[src/rtl/clkdiv_switch.sv]
// Programmable master-clock divider for the Z80 clock pin.
// Ratio changes and stop/resume land only on the LO->HI boundary, so clkout never glitches.
module clkdiv_switch #(
    parameter int          DIVW    = 4,
    parameter int unsigned DEF_DIV = 0
) (
    input  logic            clk,
    input  logic            coldres_n,
    input  logic [DIVW-1:0] div_req,
    input  logic            req,
    input  logic            stop,
    output logic            busy,
    output logic            ack,
    output logic [DIVW-1:0] cur_div,
    output logic            clkout,
    output logic            rise_stb,
    output logic            fall_stb,
    output logic            stopped
);

    typedef enum logic [1:0] {LO, HI, STOP} state_t;

    state_t          state;
    logic [DIVW-1:0] cnt;
    logic [DIVW-1:0] pend;

    always_ff @(posedge clk or negedge coldres_n) begin
        if (!coldres_n) begin
            state    <= LO;
            cnt      <= '0;
            pend     <= '0;
            cur_div  <= DIVW'(DEF_DIV);
            busy     <= 1'b0;
            ack      <= 1'b0;
            clkout   <= 1'b0;
            rise_stb <= 1'b0;
            fall_stb <= 1'b0;
            stopped  <= 1'b0;
        end else begin
            ack      <= 1'b0;
            rise_stb <= 1'b0;
            fall_stb <= 1'b0;

            // A request latched on a boundary cycle sees busy=0 here and
            // is therefore held for the following boundary.
            if (req && !busy) begin
                pend <= div_req;
                busy <= 1'b1;
            end

            case (state)
                LO: begin
                    if (cnt == cur_div) begin
                        cnt <= '0;
                        if (stop) begin
                            state   <= STOP;
                            stopped <= 1'b1;
                        end else begin
                            state    <= HI;
                            clkout   <= 1'b1;
                            rise_stb <= 1'b1;
                            if (busy) begin
                                cur_div <= pend;
                                busy    <= 1'b0;
                                ack     <= 1'b1;
                            end
                        end
                    end else begin
                        cnt <= cnt + DIVW'(1);
                    end
                end
                HI: begin
                    if (cnt == cur_div) begin
                        cnt      <= '0;
                        state    <= LO;
                        clkout   <= 1'b0;
                        fall_stb <= 1'b1;
                    end else begin
                        cnt <= cnt + DIVW'(1);
                    end
                end
                STOP: begin
                    cnt    <= '0;
                    clkout <= 1'b0;
                    if (!stop) begin
                        state   <= LO;
                        stopped <= 1'b0;
                    end
                end
                default: begin
                    state  <= LO;
                    cnt    <= '0;
                    clkout <= 1'b0;
                end
            endcase
        end
    end

endmodule

[config.mk]
export PLATFORM = sky130hd
export DESIGN_NAME = clkdiv_switch
export DESIGN_NICKNAME = d
export VERILOG_FILES = /design/src/rtl/clkdiv_switch.sv
export SDC_FILE = /design/constraint.sdc
export NUM_CORES = 1
export LEC_CHECK = 0
export ABC_CLOCK_PERIOD_IN_PS = 2900
export CAP_MARGIN = 20
export CORE_MARGIN = 1
export CORE_UTILIZATION = 35
export CTS_CLUSTER_SIZE = 8
export DETAILED_ROUTE_END_ITERATION = 6
export GPL_ROUTABILITY_DRIVEN = 0
export GPL_TIMING_DRIVEN = 0
export PLACE_DENSITY = 0.56
export REMOVE_ABC_BUFFERS = 1
export SETUP_SLACK_MARGIN = 0.4
export SLEW_MARGIN = 5
export SYNTH_ARGS = -nofsm -noshare
export SYNTH_HDL_FRONTEND = slang
export SYNTH_SLANG_ARGS = --single-unit
[constraint.sdc]
create_clock -name clk -period 2.9 [get_ports clk]
set_input_delay 0.725 -clock clk [delete_from_list [all_inputs] [get_ports clk]]
set_output_delay 0.725 -clock clk [all_outputs]
set_load 0.005 [all_outputs]
==> impl_metrics.csv, run 1 <==
group,metric,value,unit
yosys,synth_xor_area_share,6.373,%
floorplan,dieHeight,50.54,microns
yosys,ys_seq_elements,20,
clock_network,cts_buffer_depth,2,
route,drt-pass1-iter-count,2,
floorplan,coreArea,2212,sq um
clock_network,cts_tree,"done",
cells_and_area,syn_to_final_growth,29.29,%
route,drt_iter0_markers,2,
yosys,syn-instance-count,61,
setup_path,cpPeakStageDelay,0.53,ns
timing,worstMarginPinSlew,0.9029,ns
global_routing,grt_pass1_vias,526,
pwr,worst_ir_drop_vdd,427.7,uV
yosys,async_flop_share,100.0,%
global_routing,antenna_found_initial,0,
placement,port_buffers,17,
yosys,synth_top_family_by_area,"simple AND/OR/NAND/NOR gates",
yosys,synthMuxAreaShare,12.14,%
yosys,yosysUniqueCellTypes,20,
setup_path,crit_arrival,1.28,ns
clock_network,clock_latency,0.30,ns
timing,rsz0062_at_grt,"no",
yosys,ys_top_cells_by_area,"dfrtp_1 (61%), mux2_2 (11%), xor2_1 (5.3%)",
yosys,synth_compound_gate_area_share,4.249,%
cells_and_area,fin_cells,110,
floorplan,ios,18,
setup_path,crit_path_cell_trace,"clkdlybuf4s50_1",
setup_path,crit_buf_inv,1,
clock_network,htreeDepth,1,
timing,setup_violations,0,
yosys,synth_area,824.5,sq um
floorplan,fp.dieArea,2554,sq um
setup_path,critical-path-top-delay-family,"buffers and inverters",
timing,fmax,497.8,MHz
global_routing,grt_pass1_wl,2.401,mm
yosys,netlist.top_cell.by_area,"dfrtp_1",
pwr,leakagePower,0.0004711,uW
pwr,p_per_area,1053,nW/um^2
setup_path,crit_slowest_cell,"clkdlybuf4s50_1",
timing,finalSetupTns,0,ns
timing,final_max_slew_viol_count,0,
clock_network,cts-root-buf,"clkbuf_4",
cells_and_area,antenna_cells,0,
timing,fin_skew,0.006228,ns
route,wl_per_cell,12.03,microns
yosys,synth_area_per_cell,13.52,sq um
global_routing,gr-total-overflow,0,
clock_network,ctsHoldBuffers,0,
setup_path,worstSetupPathType,"flip-flop to output port",
cells_and_area,layout_commonest_cell,"dfrtp_1",
floorplan,fp-row-count,17,
clock_network,cts_sinks,20,
yosys,synth_warnings,0,
cells_and_area,layout-drive-gt1-share,20.73,%
min_path,min_path_type,"flip-flop to flip-flop",
timing,period_share,69.27,%
setup_path,worst_setup_path_start_kind,"flip-flop",
global_routing,grt_usage,13.02,%
timing,hold_violations,0,
yosys,synth_top_cell_area_share,60.70,%
yosys,synth_edf_count,0,
cells_and_area,nNetsFinal,92,
route,ant_nets,0,
cells_and_area,final_cell_mix,"dfrtp_1 (20), clkdlybuf4s50_1 (17), mux2_2 (8)",
timing,slew_headroom,39.62,%
yosys,synthFlopType,"dfrtp_1",
setup_path,cp.required,2.17,ns
route,finalWirelength,1.323,mm
cells_and_area,fillers,221,
route,via_per_inst,4.645,
route,vias,511,
yosys,yosys.area_share.adder,1.517,%
clock_network,ctsResizeCount,0,
run,drv_cap,0,
clock_network,path_clk_slew,0.11,ns
yosys,ys_seq_area_share,60.70,%
outcome,status,"complete, no violations",
setup_path,path_max_fanout,4,
clock_network,cts_setup_buffers,0,
yosys,synthSimpleGateAreaFrac,13.66,%
placement,dp_cells,106,
floorplan,initial_core_util,37.27,%
floorplan,die_w,50.54,microns
route,drc,0,
placement,dp_hpwl,932.8,microns
clock_network,numCtsBuffers,3,
timing,period_needed,2.009,ns
global_routing,grt_max_degree,21,
setup_path,crit_path_end_kind,"output port",
-- metrics by stage --
step                worst slack [ns]  utilization (%)  hold slack (ns)  area [sq um]  total power [uW]
floorplan                      1.235                -           0.4294         824.5             794.4
detailed placement            0.8281            46.55           0.4934          1030             976.0
global route                  0.8319            48.19           0.5338          1066              1228
finish                        0.8911            48.19           0.5091          1066              1123
CTS                           0.8746            48.19           0.5209          1066              1138
global placement              0.8419            46.55           0.4862          1030             969.5
-- power by group --
group / leakage [uW] / switching, uW / total (uW) / internal, uW
registers: 0.000247 / 102 / 503 / 401
logic: 0.000203 / 191 / 460 / 269
clock network: 0.0000210 / 82.7 / 159 / 76.5
total: 0.000471 / 376 / 1120 / 747
-- final cells by class --
class	instances	area (sq um)	share of cell area [%]
multi-input combinational	38	312.8	29.34
tap	28	35.03	3.286
sequential	20	500.5	46.95
clock buffer	4	36.28	3.404
inverter	3	11.26	1.056
timing repair buffer	17	170.2	15.96
-- final timing paths --
check | from | end | slack [ns] | cells past startpoint
min in group asynchronous | coldres_n | cnt[0] | 0.92 | 1
worst max-delay path | busy | busy | 0.89 | 1
max in group asynchronous | coldres_n | cur_div[2] | 1.42 | 1
worst min-delay path | cnt[0] | cnt[0] | 0.51 | 1
worst max register to register | cur_div[1] | cur_div[2] | 1.04 | 4
worst min register to register | cnt[0] | cnt[0] | 0.51 | 1
-- metal layers --
layer  vias up  wire length, microns  global-route usage, %
met5         -                     0                      0
met4         0                    26                  6.944
met3         4                    40                  3.636
met2        12                   591                  18.67
met1       245                   665                  17.74
li1        250                     -                      -
-- sequential cells by signal, indices dropped and copies added, names as in the netlist --
name      cells
ack           1
busy          1
clkout        1
cnt           4
cur_div       4
fall_stb      1
pend          4
rise_stb      1
state         2
stopped       1
-- Yosys cell counts (2+ instances only) --
cell type	count
nor2_1	7
xor2_1	5
a21oi_1	2
dfrtp_1	20
mux2_2	8
inv_1	3
and3_2	2
o21ai_0	2
-- cell families after synthesis --
logic type | Yosys count
simple gates | 16
mux | 9
buf+inv | 3
compound gates | 6
xor+xnor | 6
flops | 20
fa+ha+maj | 1
(Power assumes the default switching activity.)
==> run 2: changes to the inputs <==
ABC_CLOCK_PERIOD_IN_PS = 2000   (was 2900)
clock period = 2 ns   (was 2.9 ns; I/O delays follow)
==> run 2 against run 1 <==
Net effect:
- via count rose by 9.6%
- global-route usage grew 0.58 points
- sequential share of layout area decreased by 4.1 points
- combinational power grew 84%
- register-to-register slack worse by 0.68 ns
- clock power is 44% higher
- worst setup slack got worse by 0.53 ns
- total power increased by 59%
- critical endpoint is now cur_div[2]
- largest power group is now combinational cells
==> impl_metrics.csv, run 2 (synthesis gave the netlist of run 1 again) <==
group,metric,value,unit
placement,port_buffers,17,
setup_path,crit_slowest_cell,"dfrtp_1",
clock_network,cts_buffer_depth,2,
timing,fin_skew,0.007928,ns
global_routing,grt_usage,13.60,%
timing,worstMarginPinSlew,0.8912,ns
cells_and_area,fillers,215,
min_path,worstHoldStart,"pend[3]",
placement,dp_hpwl,932.8,microns
outcome,status,"complete, no violations",
cells_and_area,finalCoreUtilization,52.77,%
timing,fmax,610.6,MHz
timing,finalSetupTns,0,ns
timing,slew_headroom,40.40,%
run,drv_cap,0,
global_routing,antenna_found_initial,0,
pwr,p_per_area,1526,nW/um^2
route,drc,0,
clock_network,numCtsBuffers,3,
setup_path,reg2reg_to,"cur_div[2]",
floorplan,ios,18,
timing,final_max_slew_viol_count,0,
route,finalWirelength,1.404,mm
clock_network,cts-root-buf,"clkbuf_4",
route,via_per_inst,4.553,
clock_network,cts_sinks,20,
setup_path,crit_buf_inv,1,
clock_network,cts_tree,"done",
route,vias,560,
setup_path,worst_setup_path_start_kind,"flip-flop",
setup_path,critical-path-top-delay-family,"simple AND/OR/NAND/NOR gates",
setup_path,cpPeakStageDelay,0.41,ns
cells_and_area,final_cell_mix,"dfrtp_1 (20), buf_4 (12), dlygate4sd2_1 (10)",
global_routing,grt_pass1_vias,556,
pwr,worst_ir_drop_vdd,739.8,uV
timing,period_share,81.88,%
cells_and_area,largestRegisters,"cnt: 4 flops, cur_div: 4 flops, pend: 4 flops",
setup_path,cp.required,2.19,ns
setup_path,timing.rr.start,"cur_div[1]",
global_routing,grt_max_degree,21,
timing,period_needed,1.638,ns
min_path,hold_end,"pend[3]",
timing,setup_violations,0,
route,drt-pass1-iter-count,4,
floorplan,dieHeight,50.54,microns
setup_path,crit_arrival,1.82,ns
pwr,leakagePower,0.0005607,uW
setup_path,crit_path_end_kind,"flip-flop",
setup_path,path_max_fanout,6,
cells_and_area,nNetsFinal,105,
cells_and_area,layout-drive-gt1-share,33.68,%
floorplan,fp.dieArea,2554,sq um
timing,hold_violations,0,
setup_path,worstSetupPathType,"flip-flop to flip-flop",
setup_path,rrSetupSlack,0.36,ns
clock_network,ctsHoldBuffers,0,
floorplan,fp-row-count,17,
clock_network,path_clk_slew,0.11,ns
floorplan,die_w,50.54,microns
min_path,min_path_type,"flip-flop to flip-flop",
setup_path,crit_path_cell_trace,"buf_6 > xor2_2 > nor4_4 > nand4_4 > mux2_2",
clock_network,clock_latency,0.30,ns
cells_and_area,layout_commonest_cell,"dfrtp_1",
clock_network,htreeDepth,1,
global_routing,grt_pass1_wl,2.490,mm
min_path,min_path_cells,1,
floorplan,initial_core_util,37.27,%
timing,rsz0062_at_grt,"yes",
global_routing,gr-total-overflow,0,
cells_and_area,syn_to_final_growth,41.58,%
route,wl_per_cell,11.41,microns
route,ant_nets,0,
route,drt_iter0_markers,5,
floorplan,coreArea,2212,sq um
cells_and_area,antenna_cells,0,
setup_path,r2r_cells,5,
-- run 2: changes by cell type in the layout (fill, tap and decap cells not counted), sizes merged --
cell / previous run / this run
clkdlybuf4s50: 17 / 7
dlygate4sd2: 0 / 10
buf: 0 / 13
-- run 2: final cells by class --
type / instances / area (sq um) / share of cell area [%]
timing repair buffer: 30 / 259.0 / 22.19
clock buffer: 4 / 36.28 / 3.108
tap: 28 / 35.03 / 3.001
multi-input combinational: 38 / 325.3 / 27.87
sequential: 20 / 500.5 / 42.87
inverter: 3 / 11.26 / 0.9646
-- run 2: worst max-delay path by stage --
stage | startpoint | end | cells after the start
3_5_place_dp | req | pend[1] | 3
6_report | cur_div[1] | cur_div[2] | 5
2_1_floorplan | cur_div[1] | cur_div[0] | 4
5_1_grt | cur_div[1] | cur_div[2] | 5
4_1_cts | cur_div[3] | cur_div[2] | 5
3_3_place_gp | stop | cur_div[1] | 4
-- run 2: power breakdown --
| group | switching [uW] | internal, uW |
|---|---|---|
| Sequential | 125 | 582 |
| Combinational | 350 | 497 |
| Clock | 118 | 111 |
| Total | 592 | 1190 |
-- run 2: routing by layer --
layer,wire length (microns),global-route usage [%],vias to the layer above,share of wire [%]
met5,0,0,-,0
met3,46,3.636,4,3.3
met4,26,6.944,0,1.9
met1,662,17.93,268,47
li1,-,-,276,-
met2,668,20.44,12,48
-- run 2: stage by stage --
stage	hold slack [ns]	setup slack, ns	instances	area, sq um	power [uW]
5_1_grt	0.5338	0.2953	123	1167	1942
6_report	0.5183	0.3624	123	1167	1781
4_1_cts	0.5209	0.3622	119	1121	1722
3_5_place_dp	0.4934	0.1531	106	1030	1415
3_3_place_gp	0.4862	0.1669	106	1030	1406
2_1_floorplan	0.2044	0.3353	61	824.5	1152
-- run 2: what timing repair did --
item                                   4_1_cts  5_1_grt
buffers inserted                             9        4
pin swaps                                    3        2
gates resized for setup                     10        3
endpoints found under the hold margin        0        0
setup endpoints to repair                   16        8
